<file path="config.mk">
export PLATFORM = sky130hd
export DESIGN_NAME = wb_timeout_bridge
export DESIGN_NICKNAME = d
export VERILOG_FILES = /design/src/rtl/wb_timeout_bridge.sv
export SDC_FILE = /design/constraint.sdc
export NUM_CORES = 1
export LEC_CHECK = 0
export CORE_MARGIN = 8
export CORE_UTILIZATION = 43
export CTS_BUF_LIST = sky130_fd_sc_hd__clkbuf_8
export DETAILED_ROUTE_END_ITERATION = 10
export MAX_ROUTING_LAYER = met4
export PLACE_DENSITY = 0.8
export SYNTH_ARGS = -nofsm -noshare
export SYNTH_HDL_FRONTEND = slang
export SYNTH_SLANG_ARGS = --single-unit
</file>
<file path="constraint.sdc">
create_clock -name wb_clk_i -period 2 [get_ports wb_clk_i]
set_input_delay 0.4 -clock wb_clk_i [delete_from_list [all_inputs] [get_ports wb_clk_i]]
set_output_delay 0.4 -clock wb_clk_i [all_outputs]
set_load 0.1 [all_outputs]
</file>
<file path="src/rtl/wb_timeout_bridge.sv">
// wb_timeout_bridge
//   Registered Wishbone bridge from the management-side port (wbs_*) to a
//   peripheral slave port (p_*). In-window cycles are forwarded, and an abort
//   is issued if the peripheral does not acknowledge within TIMEOUT_CYCLES.
//   Out-of-window cycles are answered locally with ERR_DATA.
//
// Ports
//   wb_clk_i, wb_rst_ni       clock, asynchronous active-low reset
//   wbs_cyc_i/stb_i/we_i      upstream cycle, strobe, write enable
//   wbs_sel_i/adr_i/dat_i     upstream byte selects, address, write data
//   wbs_ack_o, wbs_dat_o      upstream registered ack and read data
//   p_cyc_o/stb_o/we_o        downstream cycle, strobe, write enable
//   p_sel_o/adr_o/dat_o       downstream byte selects, address, write data
//   p_ack_i, p_dat_i          downstream ack and read data
//   to_irq_o                  one-cycle pulse on timeout abort
//   dec_err_o                 one-cycle pulse on out-of-window access
//   to_count_o                saturating timeout count
module wb_timeout_bridge #(
    parameter logic [31:0] BASE_ADDR      = 32'h3000_0000,
    parameter logic [31:0] ADDR_MASK      = 32'hFFFF_0000,
    parameter int unsigned TIMEOUT_CYCLES = 255,
    parameter int unsigned TIMEOUT_W      = 8,
    parameter logic [31:0] ERR_DATA       = 32'hDEAD_BEEF
) (
    input  logic        wb_clk_i,
    input  logic        wb_rst_ni,
    input  logic        wbs_cyc_i,
    input  logic        wbs_stb_i,
    input  logic        wbs_we_i,
    input  logic [3:0]  wbs_sel_i,
    input  logic [31:0] wbs_adr_i,
    input  logic [31:0] wbs_dat_i,
    output logic        wbs_ack_o,
    output logic [31:0] wbs_dat_o,
    output logic        p_cyc_o,
    output logic        p_stb_o,
    output logic        p_we_o,
    output logic [3:0]  p_sel_o,
    output logic [31:0] p_adr_o,
    output logic [31:0] p_dat_o,
    input  logic        p_ack_i,
    input  logic [31:0] p_dat_i,
    output logic        to_irq_o,
    output logic        dec_err_o,
    output logic [7:0]  to_count_o
);

    typedef enum logic [1:0] {StIdle, StFwd, StErr, StDone} state_e;

    // Counter value seen on the last permitted FWD cycle.
    localparam logic [TIMEOUT_W-1:0] CntLast = TIMEOUT_W'(TIMEOUT_CYCLES - 1);

    state_e               state_q, state_d;
    logic [TIMEOUT_W-1:0] cnt_q, cnt_d;
    logic                 p_cyc_q, p_cyc_d;
    logic                 p_we_q, p_we_d;
    logic [3:0]           p_sel_q, p_sel_d;
    logic [31:0]          p_adr_q, p_adr_d;
    logic [31:0]          p_dat_q, p_dat_d;
    logic                 ack_q, ack_d;
    logic [31:0]          rdat_q, rdat_d;
    logic                 irq_q, irq_d;
    logic                 dec_q, dec_d;
    logic [7:0]           to_cnt_q, to_cnt_d;
    logic                 req;
    logic                 hit;

    assign req = wbs_cyc_i & wbs_stb_i;
    assign hit = ((wbs_adr_i ^ BASE_ADDR) & ADDR_MASK) == 32'h0;

    always_comb begin
        state_d  = state_q;
        cnt_d    = cnt_q;
        p_cyc_d  = p_cyc_q;
        p_we_d   = p_we_q;
        p_sel_d  = p_sel_q;
        p_adr_d  = p_adr_q;
        p_dat_d  = p_dat_q;
        to_cnt_d = to_cnt_q;
        // Single-cycle outputs: low unless the transition below raises them.
        ack_d    = 1'b0;
        rdat_d   = 32'h0;
        irq_d    = 1'b0;
        dec_d    = 1'b0;

        case (state_q)
            StIdle: begin
                if (req && hit) begin
                    p_adr_d = wbs_adr_i;
                    p_dat_d = wbs_dat_i;
                    p_sel_d = wbs_sel_i;
                    p_we_d  = wbs_we_i;
                    p_cyc_d = 1'b1;
                    cnt_d   = '0;
                    state_d = StFwd;
                end else if (req) begin
                    // Decode error: never touches the peripheral port.
                    dec_d   = 1'b1;
                    state_d = StErr;
                end
            end
            StFwd: begin
                cnt_d = cnt_q + 1'b1;
                // Ack has priority over a timeout in the same cycle.
                if (p_ack_i) begin
                    p_cyc_d = 1'b0;
                    ack_d   = 1'b1;
                    rdat_d  = p_dat_i;
                    state_d = StDone;
                end else if (cnt_q == CntLast) begin
                    p_cyc_d = 1'b0;
                    ack_d   = 1'b1;
                    rdat_d  = ERR_DATA;
                    irq_d   = 1'b1;
                    if (to_cnt_q != 8'hFF) begin
                        to_cnt_d = to_cnt_q + 8'd1;
                    end
                    state_d = StDone;
                end
            end
            StErr: begin
                ack_d   = 1'b1;
                rdat_d  = ERR_DATA;
                state_d = StDone;
            end
            StDone: begin
                // Ack is being presented this cycle; the master drops stb next.
                state_d = StIdle;
            end
            default: begin
                state_d = StIdle;
            end
        endcase
    end

    always_ff @(posedge wb_clk_i or negedge wb_rst_ni) begin
        if (!wb_rst_ni) begin
            state_q  <= StIdle;
            cnt_q    <= '0;
            p_cyc_q  <= 1'b0;
            p_we_q   <= 1'b0;
            p_sel_q  <= 4'h0;
            p_adr_q  <= 32'h0;
            p_dat_q  <= 32'h0;
            ack_q    <= 1'b0;
            rdat_q   <= 32'h0;
            irq_q    <= 1'b0;
            dec_q    <= 1'b0;
            to_cnt_q <= 8'h0;
        end else begin
            state_q  <= state_d;
            cnt_q    <= cnt_d;
            p_cyc_q  <= p_cyc_d;
            p_we_q   <= p_we_d;
            p_sel_q  <= p_sel_d;
            p_adr_q  <= p_adr_d;
            p_dat_q  <= p_dat_d;
            ack_q    <= ack_d;
            rdat_q   <= rdat_d;
            irq_q    <= irq_d;
            dec_q    <= dec_d;
            to_cnt_q <= to_cnt_d;
        end
    end

    assign wbs_ack_o  = ack_q;
    assign wbs_dat_o  = rdat_q;
    assign p_cyc_o    = p_cyc_q;
    assign p_stb_o    = p_cyc_q;
    assign p_we_o     = p_we_q;
    assign p_sel_o    = p_sel_q;
    assign p_adr_o    = p_adr_q;
    assign p_dat_o    = p_dat_q;
    assign to_irq_o   = irq_q;
    assign dec_err_o  = dec_q;
    assign to_count_o = to_cnt_q;

endmodule

</file>
==> reports/metrics.cfg <==
[critical_path]
setup.worst_path.start_class=primary input
ff2ff_setup_slack_ps=200
worstSetupEndpoint=p_dat_o[4]
timing.critical_path.slowest_cell_delay_ps=490
regToRegStartpoint=state_q[1]
critical_path.cell_chain=dlygate4sd2_1 > or4_4 > nor4_4 > nor2b_4 > buf_12 > clkbuf_16 > mux2_4
critical_path.slowest_cell=or4_4
reg2reg_depth=7
critical_path_required_ps=2300
path_max_fanout=8
r2r-end=p_dat_o[4]
critical_path_arrival_ps=2270
critical_path.endpoint_type=flop
startpoint=wbs_adr_i[19]
timing_worst_setup_path_type=in -> reg

[sta]
finalSetupViolCount=0
rsz_0062_raised_after_global_routing=no
hold_slack_ps=316
worst-slew-pin-transition_ps=329
final_report_max_slew_violation_count=0
final.period_utilization=0.985
achievable_clock_frequency_mhz=507
setup-tns-final_ps=0
max_slew_margin_vs_limit=0.780
finalHoldViolations=0
clock_skew_ps=8.73
timing.final.crit_period_ps=1970

[global_route]
track_usage=0.203
global_route_wire_length_before_repair_um=22500
grt_antenna_before_repair=1
overflow=0
grt_pass1_vias=4131
pin_count_of_the_biggest_net_entering_global_routing=63

[synthesis]
yosysWarnings=0
syn-mean-instance-area_um2=13.3
yosys-mux-area-fraction=0.126
number_of_distinct_library_cells_after_synthesis=39
synth_enable_flop_cells=0
synth_net_count=476
post-synth-top-area-cell=dfrtp_1
synthXorXnorAreaFrac=0.0109
async_flop_share=1.00
netlist_area_um2=4840
syn-instance-count=364
synthesized_area_fraction_occupied_by_ao_oa_aoi_and_oai_cells=0.0698
seq_area_frac_synth=0.636
simple_logic_cell_fraction_of_the_synthesized_area=0.117
yosysTopAreaCellShare=0.636
synth_adder_area_share=0.0155
synth_top_cells_by_area=dfrtp_1 64%, mux2_1 12%, a21boi_0 3.6%
synth_ff_type=dfrtp_1
synth.ff_latch_count=123
synth_top_family_by_area=multiplexers

[layout]
fin_util=0.724
filler_cell_count=750
num-nets-final=733
final_layout_size_suffix_gt1_frac=0.377
area_growth_syn_to_layout_pct=62.9

[floorplanning]
design.die.area_um2=14900
pin_count=220
floorplan.rows=38
start_util=0.444
fp.coreArea_um2=10900
die-width_um=122
floorplan.die.height_um=122

[routing]
remaining_drc_errors=0
initialDrtViolationCount=168
route.detailed.wl_per_inst_um=19.4
routed_wl_um=15000
detailroute.via_count=3814
via_count_normalized_by_instance_count=4.92
ant_nets=0
first_pass_iteration_count_of_the_detailed_router=4

[clocking]
clock-sinks=123
clk_pin_slew_worst_paths_ps=70
clkLatencyLatePin_ps=420
number_of_cts_inserted_buffers=17
root_buffer=clkbuf_8
clockBufferDepth=2
clock_tree.htree_level_count=4
cts_tree=done

[power_and_ir_drop]
irDropWorstVdd_mv=0.856
power.static_leakage_uw=0.00397
pwr_density_cell_nw_per_um2=1000
power.total_uw=7920

[placed_design]
placer_s_final_routability_congestion_estimate=0.838
numPortBuffers=219
detailed_place_hpwl_um=10500

[outcome]
status=complete, no violations

[run]
maxCapViolations=0

[hold_path]
min-delay-path-class=in -> async

power breakdown:
part,switching (µW),internal (µW),total [µW]
combinational,1950,911,2860
sequential,127,2730,2860
clock,955,1250,2200
final cells by class:
type / instances / area (µm²) / share of cell area
Antenna cell: 1 / 2.50 / 0.000318
Clock buffer: 18 / 248 / 0.0314
Clock inverter: 14 / 154 / 0.0195
Inverter: 5 / 18.8 / 0.00238
Multi-Input combinational cell: 217 / 1810 / 0.230
Sequential cell: 123 / 3090 / 0.391
Tap cell: 140 / 175 / 0.0222
Timing Repair Buffer: 257 / 2390 / 0.303
sequential cells by signal (all words and copies together) (netlist names):
name	flops
state_q	2
to_irq_o	1
dec_err_o	1
p_cyc_o	1
to_count_o	8
p_we_o	1
wbs_dat_o	32
wbs_ack_o	1
cnt_q	8
p_sel_o	4
p_dat_o	32
p_adr_o	32
through the flow:
step                      std cells  setup slack [ps]  instance area, µm²
after global placement          732              -613                7160
final                           775              29.3                7880
after detailed placement        732              -620                7160
after floorplan                 364              -163                4880
after CTS                       771              11.0                7690
after global routing            775              3.66                7880
how the worst min path moves through the flow:
stage                            end  cells after the start  slack (ps)
after floorplan             cnt_q[0]                      0         100
after global placement    p_adr_o[9]                      1         210
after detailed placement  p_adr_o[9]                      1         210
after CTS                 p_adr_o[9]                      2         280
after global routing      p_adr_o[9]                      2         280
final                     p_adr_o[9]                      2         320
worst max-delay path: cells and delay by family:
family	cells	cell delay, ps
buf+inv	3	590
mux	1	300
simple gates	3	970
cell families (layout without fill, tap and decap cells):
family                     after synthesis  count (layout)
and+or+nand+nor                        103             103
muxes                                   54              54
AOI/OAI and AO/OA                       48              48
adders and majority gates                6               6
buffers and inverters                   24             294
xor gates and xnor gates                 6               6
DFF                                    123             123
other                                    0               1
cells in the final DEF, fill, tap and decap left out, types with 4 or more instances in the layout:
cell and n:
xnor2_1 5, dfrtp_2 6, inv_1 7, dlygate4sd2_1 4
nand2_1 32, buf_12 8, o21ai_0 6, a21boi_0 23
nand3_1 10, clkdlybuf4s15_1 5, clkdlybuf4s50_1 92, and3_1 13
buf_4 135, nor2_1 7, mux2_4 37, nor2b_1 17
ha_1 6, clkinv_2 5, mux2_1 16, clkbuf_8 18
a21oi_1 6, nand4_1 5, dfrtp_1 117
cells in the mapped netlist, types with 2 or more instances:
library cell,count
dfrtp_1,123
mux2_1,53
nand2_1,32
a21boi_0,23
nor2b_1,18
and3_1,13
clkbuf_1,10
nand3_1,10
buf_4,7
nor2_1,7
a21oi_1,6
ha_1,6
o21ai_0,6
inv_1,5
nand4_1,5
xnor2_1,5
o21a_1,3
o31ai_1,3
or2_2,3
or4_1,3
and2_1,2
buf_2,2
nand2b_1,2
nor3_1,2
timing repair:
item | 4_1_cts | 5_1_grt
pin swaps | 2 | 3
hold buffers | 1 | 0
gates cloned | 3 | 3
endpoints found under the hold margin | 71 | 0
setup buffers | 4 | 2
resized for setup | 27 | 43
setup endpoints to repair | 58 | 19
metal layers:
metal | up-vias | global-route usage | share of wire
met5 | - | - | 0
met4 | 0 | 0.0602 | 0.0068
met3 | 9 | 0.0583 | 0.075
met2 | 156 | 0.327 | 0.49
met1 | 1870 | 0.242 | 0.43
li1 | 1779 | - | -
(Power assumes the default switching activity.)
